==> src/rtl/morse_encoder_fsm_if.sv <==
// Character handshake between a text source and the Morse encoder.
// The source drives char_in/char_valid; the encoder answers with char_ready.
interface morse_encoder_fsm_if;
    logic [5:0] char_in;
    logic       char_valid;
    logic       char_ready;

    modport master (
        output char_in,
        output char_valid,
        input  char_ready
    );

    modport slave (
        input  char_in,
        input  char_valid,
        output char_ready
    );
endinterface

==> src/rtl/morse_encoder_fsm.sv <==
// Morse encoder: takes one character code per valid/ready handshake and keys
// line b with ITU timing (dot 1, dash 3, element gap 1, letter gap 3, word gap 7
// units). A unit is UNIT_CYCLES clock cycles.
module morse_encoder_fsm #(
    parameter int unsigned UNIT_CYCLES = 4
) (
    input  logic                 clk,
    input  logic                 reset,
    morse_encoder_fsm_if.slave   char_if,
    output logic                 b,
    output logic                 busy,
    output logic                 err
);

    localparam int unsigned CW = $clog2(UNIT_CYCLES + 1);

    typedef enum logic [2:0] {
        S_IDLE,
        S_MARK,
        S_ESPACE,
        S_LGAP,
        S_WGAP
    } state_t;

    state_t        state;
    logic [CW-1:0] cyc_cnt;
    logic [2:0]    unit_cnt;
    logic [2:0]    elem_idx;
    logic [4:0]    pat;

    logic          unit_tick;
    logic          seg_done;
    logic          ready_int;
    logic          accept;
    logic          code_is_char;
    logic          code_is_space;
    logic [2:0]    lut_len;
    logic [4:0]    lut_pat;

    // Letter/digit table: element count and left-aligned pattern, 1 = dash.
    always_comb begin
        lut_len = 3'd0;
        lut_pat = 5'b00000;
        case (char_if.char_in)
            6'd0:  begin lut_len = 3'd2; lut_pat = 5'b01000; end // A .-
            6'd1:  begin lut_len = 3'd4; lut_pat = 5'b10000; end // B -...
            6'd2:  begin lut_len = 3'd4; lut_pat = 5'b10100; end // C -.-.
            6'd3:  begin lut_len = 3'd3; lut_pat = 5'b10000; end // D -..
            6'd4:  begin lut_len = 3'd1; lut_pat = 5'b00000; end // E .
            6'd5:  begin lut_len = 3'd4; lut_pat = 5'b00100; end // F ..-.
            6'd6:  begin lut_len = 3'd3; lut_pat = 5'b11000; end // G --.
            6'd7:  begin lut_len = 3'd4; lut_pat = 5'b00000; end // H ....
            6'd8:  begin lut_len = 3'd2; lut_pat = 5'b00000; end // I ..
            6'd9:  begin lut_len = 3'd4; lut_pat = 5'b01110; end // J .---
            6'd10: begin lut_len = 3'd3; lut_pat = 5'b10100; end // K -.-
            6'd11: begin lut_len = 3'd4; lut_pat = 5'b01000; end // L .-..
            6'd12: begin lut_len = 3'd2; lut_pat = 5'b11000; end // M --
            6'd13: begin lut_len = 3'd2; lut_pat = 5'b10000; end // N -.
            6'd14: begin lut_len = 3'd3; lut_pat = 5'b11100; end // O ---
            6'd15: begin lut_len = 3'd4; lut_pat = 5'b01100; end // P .--.
            6'd16: begin lut_len = 3'd4; lut_pat = 5'b11010; end // Q --.-
            6'd17: begin lut_len = 3'd3; lut_pat = 5'b01000; end // R .-.
            6'd18: begin lut_len = 3'd3; lut_pat = 5'b00000; end // S ...
            6'd19: begin lut_len = 3'd1; lut_pat = 5'b10000; end // T -
            6'd20: begin lut_len = 3'd3; lut_pat = 5'b00100; end // U ..-
            6'd21: begin lut_len = 3'd4; lut_pat = 5'b00010; end // V ...-
            6'd22: begin lut_len = 3'd3; lut_pat = 5'b01100; end // W .--
            6'd23: begin lut_len = 3'd4; lut_pat = 5'b10010; end // X -..-
            6'd24: begin lut_len = 3'd4; lut_pat = 5'b10110; end // Y -.--
            6'd25: begin lut_len = 3'd4; lut_pat = 5'b11000; end // Z --..
            6'd26: begin lut_len = 3'd5; lut_pat = 5'b11111; end // 0 -----
            6'd27: begin lut_len = 3'd5; lut_pat = 5'b01111; end // 1 .----
            6'd28: begin lut_len = 3'd5; lut_pat = 5'b00111; end // 2 ..---
            6'd29: begin lut_len = 3'd5; lut_pat = 5'b00011; end // 3 ...--
            6'd30: begin lut_len = 3'd5; lut_pat = 5'b00001; end // 4 ....-
            6'd31: begin lut_len = 3'd5; lut_pat = 5'b00000; end // 5 .....
            6'd32: begin lut_len = 3'd5; lut_pat = 5'b10000; end // 6 -....
            6'd33: begin lut_len = 3'd5; lut_pat = 5'b11000; end // 7 --...
            6'd34: begin lut_len = 3'd5; lut_pat = 5'b11100; end // 8 ---..
            6'd35: begin lut_len = 3'd5; lut_pat = 5'b11110; end // 9 ----.
            default: begin lut_len = 3'd0; lut_pat = 5'b00000; end
        endcase
    end

    assign code_is_char  = (char_if.char_in < 6'd36);
    assign code_is_space = (char_if.char_in == 6'd36);

    assign unit_tick = (cyc_cnt == CW'(UNIT_CYCLES - 1));
    assign seg_done  = unit_tick && (unit_cnt == 3'd1);

    // Ready in idle and in the last cycle of a gap, so streamed characters keep exact spacing.
    assign ready_int = (state == S_IDLE) ||
                       (((state == S_LGAP) || (state == S_WGAP)) && seg_done);
    assign char_if.char_ready = ready_int;
    assign accept             = char_if.char_valid && ready_int;
    assign busy               = (state != S_IDLE);

    // Keying FSM with unit prescaler, segment duration counter and element shifter.
    always_ff @(posedge clk) begin
        if (reset) begin
            state    <= S_IDLE;
            b        <= 1'b0;
            err      <= 1'b0;
            cyc_cnt  <= '0;
            unit_cnt <= '0;
            elem_idx <= '0;
            pat      <= '0;
        end else begin
            err <= 1'b0;
            if (accept) begin
                cyc_cnt <= '0;
                if (code_is_char) begin
                    state    <= S_MARK;
                    b        <= 1'b1;
                    pat      <= lut_pat;
                    elem_idx <= lut_len;
                    unit_cnt <= lut_pat[4] ? 3'd3 : 3'd1;
                end else if (code_is_space) begin
                    state    <= S_WGAP;
                    b        <= 1'b0;
                    unit_cnt <= 3'd4;
                end else begin
                    state    <= S_IDLE;
                    b        <= 1'b0;
                    err      <= 1'b1;
                end
            end else if (state != S_IDLE) begin
                if (seg_done) begin
                    cyc_cnt <= '0;
                    case (state)
                        S_MARK: begin
                            b <= 1'b0;
                            if (elem_idx > 3'd1) begin
                                state    <= S_ESPACE;
                                unit_cnt <= 3'd1;
                                elem_idx <= elem_idx - 3'd1;
                                pat      <= {pat[3:0], 1'b0};
                            end else begin
                                state    <= S_LGAP;
                                unit_cnt <= 3'd3;
                            end
                        end
                        S_ESPACE: begin
                            state    <= S_MARK;
                            b        <= 1'b1;
                            unit_cnt <= pat[4] ? 3'd3 : 3'd1;
                        end
                        default: begin
                            state    <= S_IDLE;
                            b        <= 1'b0;
                            unit_cnt <= 3'd0;
                        end
                    endcase
                end else begin
                    cyc_cnt <= unit_tick ? '0 : cyc_cnt + CW'(1);
                    if (unit_tick) begin
                        unit_cnt <= unit_cnt - 3'd1;
                    end
                end
            end
        end
    end

endmodule

==> src/flat_wrapper.sv <==
// flat-port wrapper written by rule: the top's interface ports become plain ports
module morse_encoder_fsm_flat 
#(
    parameter int unsigned UNIT_CYCLES = 4
)
  (clk, reset, b, busy, err, char_if_char_in, char_if_char_valid, char_if_char_ready);
  morse_encoder_fsm_if char_if_i ();
  input  logic clk;
  input  logic reset;
  output logic b;
  output logic busy;
  output logic err;
  input wire logic [$bits(char_if_i.char_in)-1:0] char_if_char_in;
  input wire logic [$bits(char_if_i.char_valid)-1:0] char_if_char_valid;
  output wire logic [$bits(char_if_i.char_ready)-1:0] char_if_char_ready;
  assign char_if_i.char_in = char_if_char_in;
  assign char_if_i.char_valid = char_if_char_valid;
  assign char_if_char_ready = char_if_i.char_ready;
  morse_encoder_fsm #(.UNIT_CYCLES(UNIT_CYCLES)) u_core (.clk(clk), .reset(reset), .char_if(char_if_i), .b(b), .busy(busy), .err(err));
endmodule
==> config.mk <==
export PLATFORM = sky130hd
export DESIGN_NAME = morse_encoder_fsm_flat
export DESIGN_NICKNAME = d
export VERILOG_FILES = /design/src/rtl/morse_encoder_fsm_if.sv /design/src/rtl/morse_encoder_fsm.sv /design/src/flat_wrapper.sv
export SDC_FILE = /design/constraint.sdc
export NUM_CORES = 1
export LEC_CHECK = 0
export CAP_MARGIN = 20
export CORE_MARGIN = 8
export CORE_UTILIZATION = 40
export CTS_CLUSTER_DIAMETER = 100
export CTS_CLUSTER_SIZE = 25
export DETAILED_ROUTE_END_ITERATION = 7
export GPL_TIMING_DRIVEN = 0
export PLACE_DENSITY = 0.55
export SLEW_MARGIN = 20
export SYNTH_ARGS = -nofsm -noshare
export SYNTH_HDL_FRONTEND = slang
export SYNTH_SLANG_ARGS = --single-unit
==> constraint.sdc <==
create_clock -name clk -period 2.3 [get_ports clk]
set_input_delay 0.23 -clock clk [delete_from_list [all_inputs] [get_ports clk]]
set_output_delay 0.23 -clock clk [all_outputs]
set_load 0.02 [all_outputs]
* Word level (Yosys, flattened, before mapping)
Memories as Yosys holds them, arrays and structs flattened.
Index checks and enable logic that the tools add are counted.
** Word-level totals
- ROM bits :: 512
- Flip-flop bits (word level) :: 19
- Output and inout port bits :: 4
- Bits of input ports :: 9
- Memories kept :: 1
** Operators by class
- Magnitude comparators :: 2
- Add/sub/neg operators :: 3
- Equality and inequality tests :: 9
- Reductions and logical operators :: 17
- Muxes and demuxes :: 37
- Bitwise logic cells :: 1
** Memory list
- (no name shown) :: words 64, width 8, read ports 1, clocked after memory_dff 0, wr ports 0, line morse_encoder_fsm.sv:44 : case (char_if.char_in)
** Operator list (count)
- $mux 3 :: 19
- $mux 5 :: 6
- $eq 3x2->1 const B :: 3
- $reduce_bool 2->1 :: 4
- $mux 1 :: 7
- $eq 3x1->1 const B :: 2
- $eq 6x6->1 const B :: 1
- $lt 6x6->1 const B :: 1
- $mux 2 :: 3
- $pmux 3 s2 :: 1
- $reduce_bool 3->1 :: 2
- $sub 3x1->3 const B :: 2
- $reduce_and 5->1 :: 1
- $pmux 2 s2 :: 1
- $add 3x1->3 const B :: 1
- $eq 3x3->1 const B :: 1
- $gt 3x1->1 const B :: 1
- $logic_and 1x1->1 :: 3
- $logic_not 3->1 :: 1
- $ne 3x3->1 const B :: 1
- $reduce_and 3->1 :: 1
- $reduce_or 3->1 :: 1
- $logic_or 1x1->1 :: 2
- $ne 2x2->1 const B :: 1
- other kinds (3) :: 3

* Logic depth before layout (Yosys ltp)
- Word-level depth :: 7
- Mapped depth :: 9

* Worst setup path before layout
OpenSTA, ideal clock, no wires.
- Kind :: input port to flip-flop
- Start point :: input char_if_char_in[1]
- End point :: register u_core.pat[2]
- Arrival :: 1.797 ns
- Stages on the path :: 8
- Buffers on the path :: 1
- Slack :: 0.407 ns
- Required time :: 2.204 ns
- Path through :: clkbuf_1 inv_1 ha_1 mux2i_1 mux4_2 o21ai_0 nor2_1 o41ai_2
** Between the ends
- Longest elaborated chain between the ends :: 3
- Elaborated cells on any way between the ends :: 6
** Ends and longest elaborated chain
- start: declaration :: line flat_wrapper.sv:13 : input wire logic [$bits(char_if_i.char_in)-1:0] char_if_char_in;
- $mem_v2 64x8 or $lt 6x6->1 (tied branches)
- $mux 5 or $ne 2x2->1 (tied branches)
- $mux 5 or $reduce_and 5->1 (tied branches)
- end signal: assignment :: line morse_encoder_fsm.sv:115 : pat <= lut_pat;
- end signal: assignment :: line morse_encoder_fsm.sv:137 : pat <= {pat[3:0], 1'b0};
- end: declaration :: line morse_encoder_fsm.sv:29 : logic [4:0] pat;
Parallel ways exist; a longest one is shown, timed or not. The select of a mux whose other input is x is not followed.
A chain may end at the register's enable or synchronous reset.

* Worst setup path in the final report
- Start point :: register u_core.cyc_cnt[0]
- End point :: output char_if_char_ready
** Between the ends
- Longest elaborated chain between the ends :: 4
** Ends and longest elaborated chain
- start: declaration :: line morse_encoder_fsm.sv:26 : logic [CW-1:0] cyc_cnt;
- start signal: assignment :: line morse_encoder_fsm.sv:155 : cyc_cnt <= unit_tick ? '0 : cyc_cnt + CW'(1);
- $eq 3x2->1 :: line morse_encoder_fsm.sv:88 : assign unit_tick = (cyc_cnt == CW'(UNIT_CYCLES - 1));
- $logic_and 1x1->1 :: line morse_encoder_fsm.sv:89 : assign seg_done = unit_tick && (unit_cnt == 3'd1);
- $logic_and 1x1->1 :: line morse_encoder_fsm.sv:93 : (((state == S_LGAP) || (state == S_WGAP)) && seg_done);
- $logic_or 1x1->1 :: line morse_encoder_fsm.sv:92 : assign ready_int = (state == S_IDLE) ||
- end: declaration :: line flat_wrapper.sv:15 : output wire logic [$bits(char_if_i.char_ready)-1:0] char_if_char_ready;
Every way passes these cells.

==> impl_results.md <==
- Starting density of the core: 40.6%
- TritonCTS buffer count: 3
- Crit-path max FO: 4
- Max stage delay on crit path: between 600 and 700 ps
- TNS Setup: 0 ps
- Max Clk Rate: 461 MHz
- CTS tree: yes
- WS Path Type: reg2out
- First-pass GRT wire length: 7.36 mm
- RSZ-0062 raised after global routing: no
- Drc violations: 0
- DRT met1 WL: 2.23 mm
- Drt pass-1 iters: 4
- WL met3: 148 um
- Main area contributors after synthesis: dfxtp_1 22%, ha_1 7.3%, a21oi_1 5.2%
- Max-Slew Margin vs Limit: a little under two thirds
- Worst setup SP type: flop
- CTS max path bufs: 2
- Hold Crit Class: in2reg
- Post-Layout Cell Count: about 280
- # port buffers: 10
- Setup Buffers After CTS: 0
- Vias post-DR: between 1.5k and 2k
- P_leak: ~0.00076 uW
- Status: complete, no violations
- Detailed placement HPWL: 3.34 mm
- FF-to-FF path depth: 8
- CP Capture Type: output port
- Reg2Reg Capture Point: u_core.pat[3]
- Wirelength per Cell: 15.8 um
- Worst Skew: 1.27 ps
- Layout Nets: approximately 250
- Fin crit period: approximately 2200 ps
- Die width: 81.6 um
- Max_cap viols: 0
- Hold path depth: 2
- Rows: 24
- Clk root buf: clkbuf_8
- Initial antenna violation count: 0
- Power density cells: 514 nW/um^2
- EDFF count, synth: 0
- Vias/cell: 5.78
- Power Total: between 900 and 1000 uW
- Ratio of cells with drive above 1 in the final layout: 13.9%
- Metal2 WL: 2.03 mm
- Post-synthesis sequential area ratio: 22.1%
- Fillers: 445
- Mapped Cells: 217
- Syn nets: 236
- Yosys warns: 0
- Antenna viol nets, final: 0
- Hold wc startpoint: reset
- Slew Viols, Final: 0
- Final number of setup-violating endpoints: 0
- Fin crit share: 94.3%
- Htree depth: 1
- Max layer used: met4
- Largest net degree at the start of global routing: 12
- Gr usage total: 13.8%
- Final hold violations: 0
- Hold slack final: 426 ps
- Distinct cells, synth: 63
- Critical path launch point: u_core.cyc_cnt[0]
- Share of synthesized registers carrying an async set or reset: 0%
- Avg Cell Area, Syn: 7.93 um^2
- Layout Area Growth over Synthesis: 12.9%
- Share of the synthesized area in the top cell type: 22.1%
- Die H: 81.6 um
- CP Data Arrival Time: 1940 ps
- Cell Chain, Critical Path: ha_1, and4bb_2, a21oi_1, o21ai_0, clkdlybuf4s50_1
- Final Util: 45.9%
- Synth area leader: dfxtp_1
- Cell Area, Synth: roughly 1700 um^2
- Die area: 6660 um^2
- 1st-iter DRT viols: 59
- ANT cells: 0
- Commonest non-fill, non-tap cell in the layout: dfxtp_1
- Required @ worst endpoint: 2070 ps
- Ys flop type: dfxtp_1
- Register-to-register setup slack: 350 ps
- Remaining global-route overflow: 0
- Vias in the first global route: 1488
- VDD IR-drop max: 0.000304 V
- Clock transition at the registers of the reported paths: 70 ps
- Yosys reg bits: 19
- CORE AREA: 4230 um^2
- Slowest cell on crit path: clkdlybuf4s50_1
- Clock latency on the worst-skew pair: 250 ps
- Placer Congestion: 0.875
- I/O pin count: 13
- Worst Hold End: u_core.pat[4]
- R2r startpoint: u_core.unit_cnt[1]
- Dpl cells: 279
- Tightest Pin Transition: 543 ps
- Routed WL: ~4.5 mm
- Commonest non-fill, non-tap cells in the layout: 19 x dfxtp_1, 18 x a21oi_1, 16 x nor2_1
- Clock sinks: 19
[per-layer routing]
metal	GRT usage, %	vias to the layer above
met5	0	-
met2	22.1	26
met4	3.68	0
met3	2.63	5
met1	18.4	765
li1	-	839
[how the worst max path moves through the flow]
stage	slack (ps)	end
floorplan	410	u_core.pat[2]
global placement	-400	u_core.pat[2]
detailed placement	-410	u_core.pat[2]
CTS	20	u_core.pat[2]
global route	20	char_if_char_ready
finish	130	char_if_char_ready
[cells in the mapped netlist (all sizes together) (2+ instances only)]
cell / n
dfxtp: 19
a21oi: 18
nor2: 17
o21ai: 14
inv: 13
nand2: 11
buf: 10
ha: 10
nor3: 10
nand2b: 7
clkbuf: 6
nand4: 6
mux2i: 5
nand3: 5
nor3b: 5
and2: 4
nor2b: 4
o31ai: 4
a21o: 3
a31oi: 3
a211oi: 2
a21boi: 2
a22oi: 2
a2bb2oi: 2
mux2: 2
nand4b: 2
nor4: 2
o22ai: 2
o41ai: 2
or3b: 2
[flip-flops by register name, summed over array words and instances, names as in the netlist]
signal           cells
u_core.state         3
u_core.elem_idx      3
u_core.cyc_cnt       3
u_core.pat           5
u_core.unit_cnt      3
u_core.err           1
u_core.b             1
[per-stage QoR]
step / area (um^2) / setup WS (ps)
finish: 1940 / 130
global route: 1940 / 22.8
CTS: 1930 / 22.7
detailed placement: 1890 / -410
global placement: 1890 / -405
floorplan: 1720 / 407
[power by group]
group / switching (uW) / internal, uW
clock: 111 / 123
sequential: 20.0 / 357
combinational: 221 / 166
[critical path: cells and delay by family (launching register included)]
kind | cells | cell delay [ps]
buf+inv | 1 | 620
flops | 1 | 360
simple gates | 1 | 290
fa+ha+maj | 1 | 210
compound gates | 2 | 210
[area by class of cell]
type / count / area (um^2) / share of cell area [%]
Timing Repair Buffer: 10 / 98.8 / 5.09
Sequential cell: 19 / 380 / 19.6
Clock buffer: 4 / 45.0 / 2.32
Buffer: 16 / 95.1 / 4.89
Multi-Input combinational cell: 169 / 1210 / 62.3
Inverter: 13 / 48.8 / 2.51
Tap cell: 52 / 65.1 / 3.35
[timing repair]
action | 4_1_cts | 5_1_grt
setup endpoints to repair | 2 | 4
resized for setup | 2 | 8
hold buffers | 0 | 0
[cells by family after synthesis]
logic type,Yosys count,share of synthesized area [%]
simple gates,81,27.3
compound gates,69,29.2
buf+inv,29,8.07
flops,19,22.1
fa+ha+maj,10,7.27
mux,8,5.53
xor+xnor,1,0.509
(Power assumes the default switching activity.)
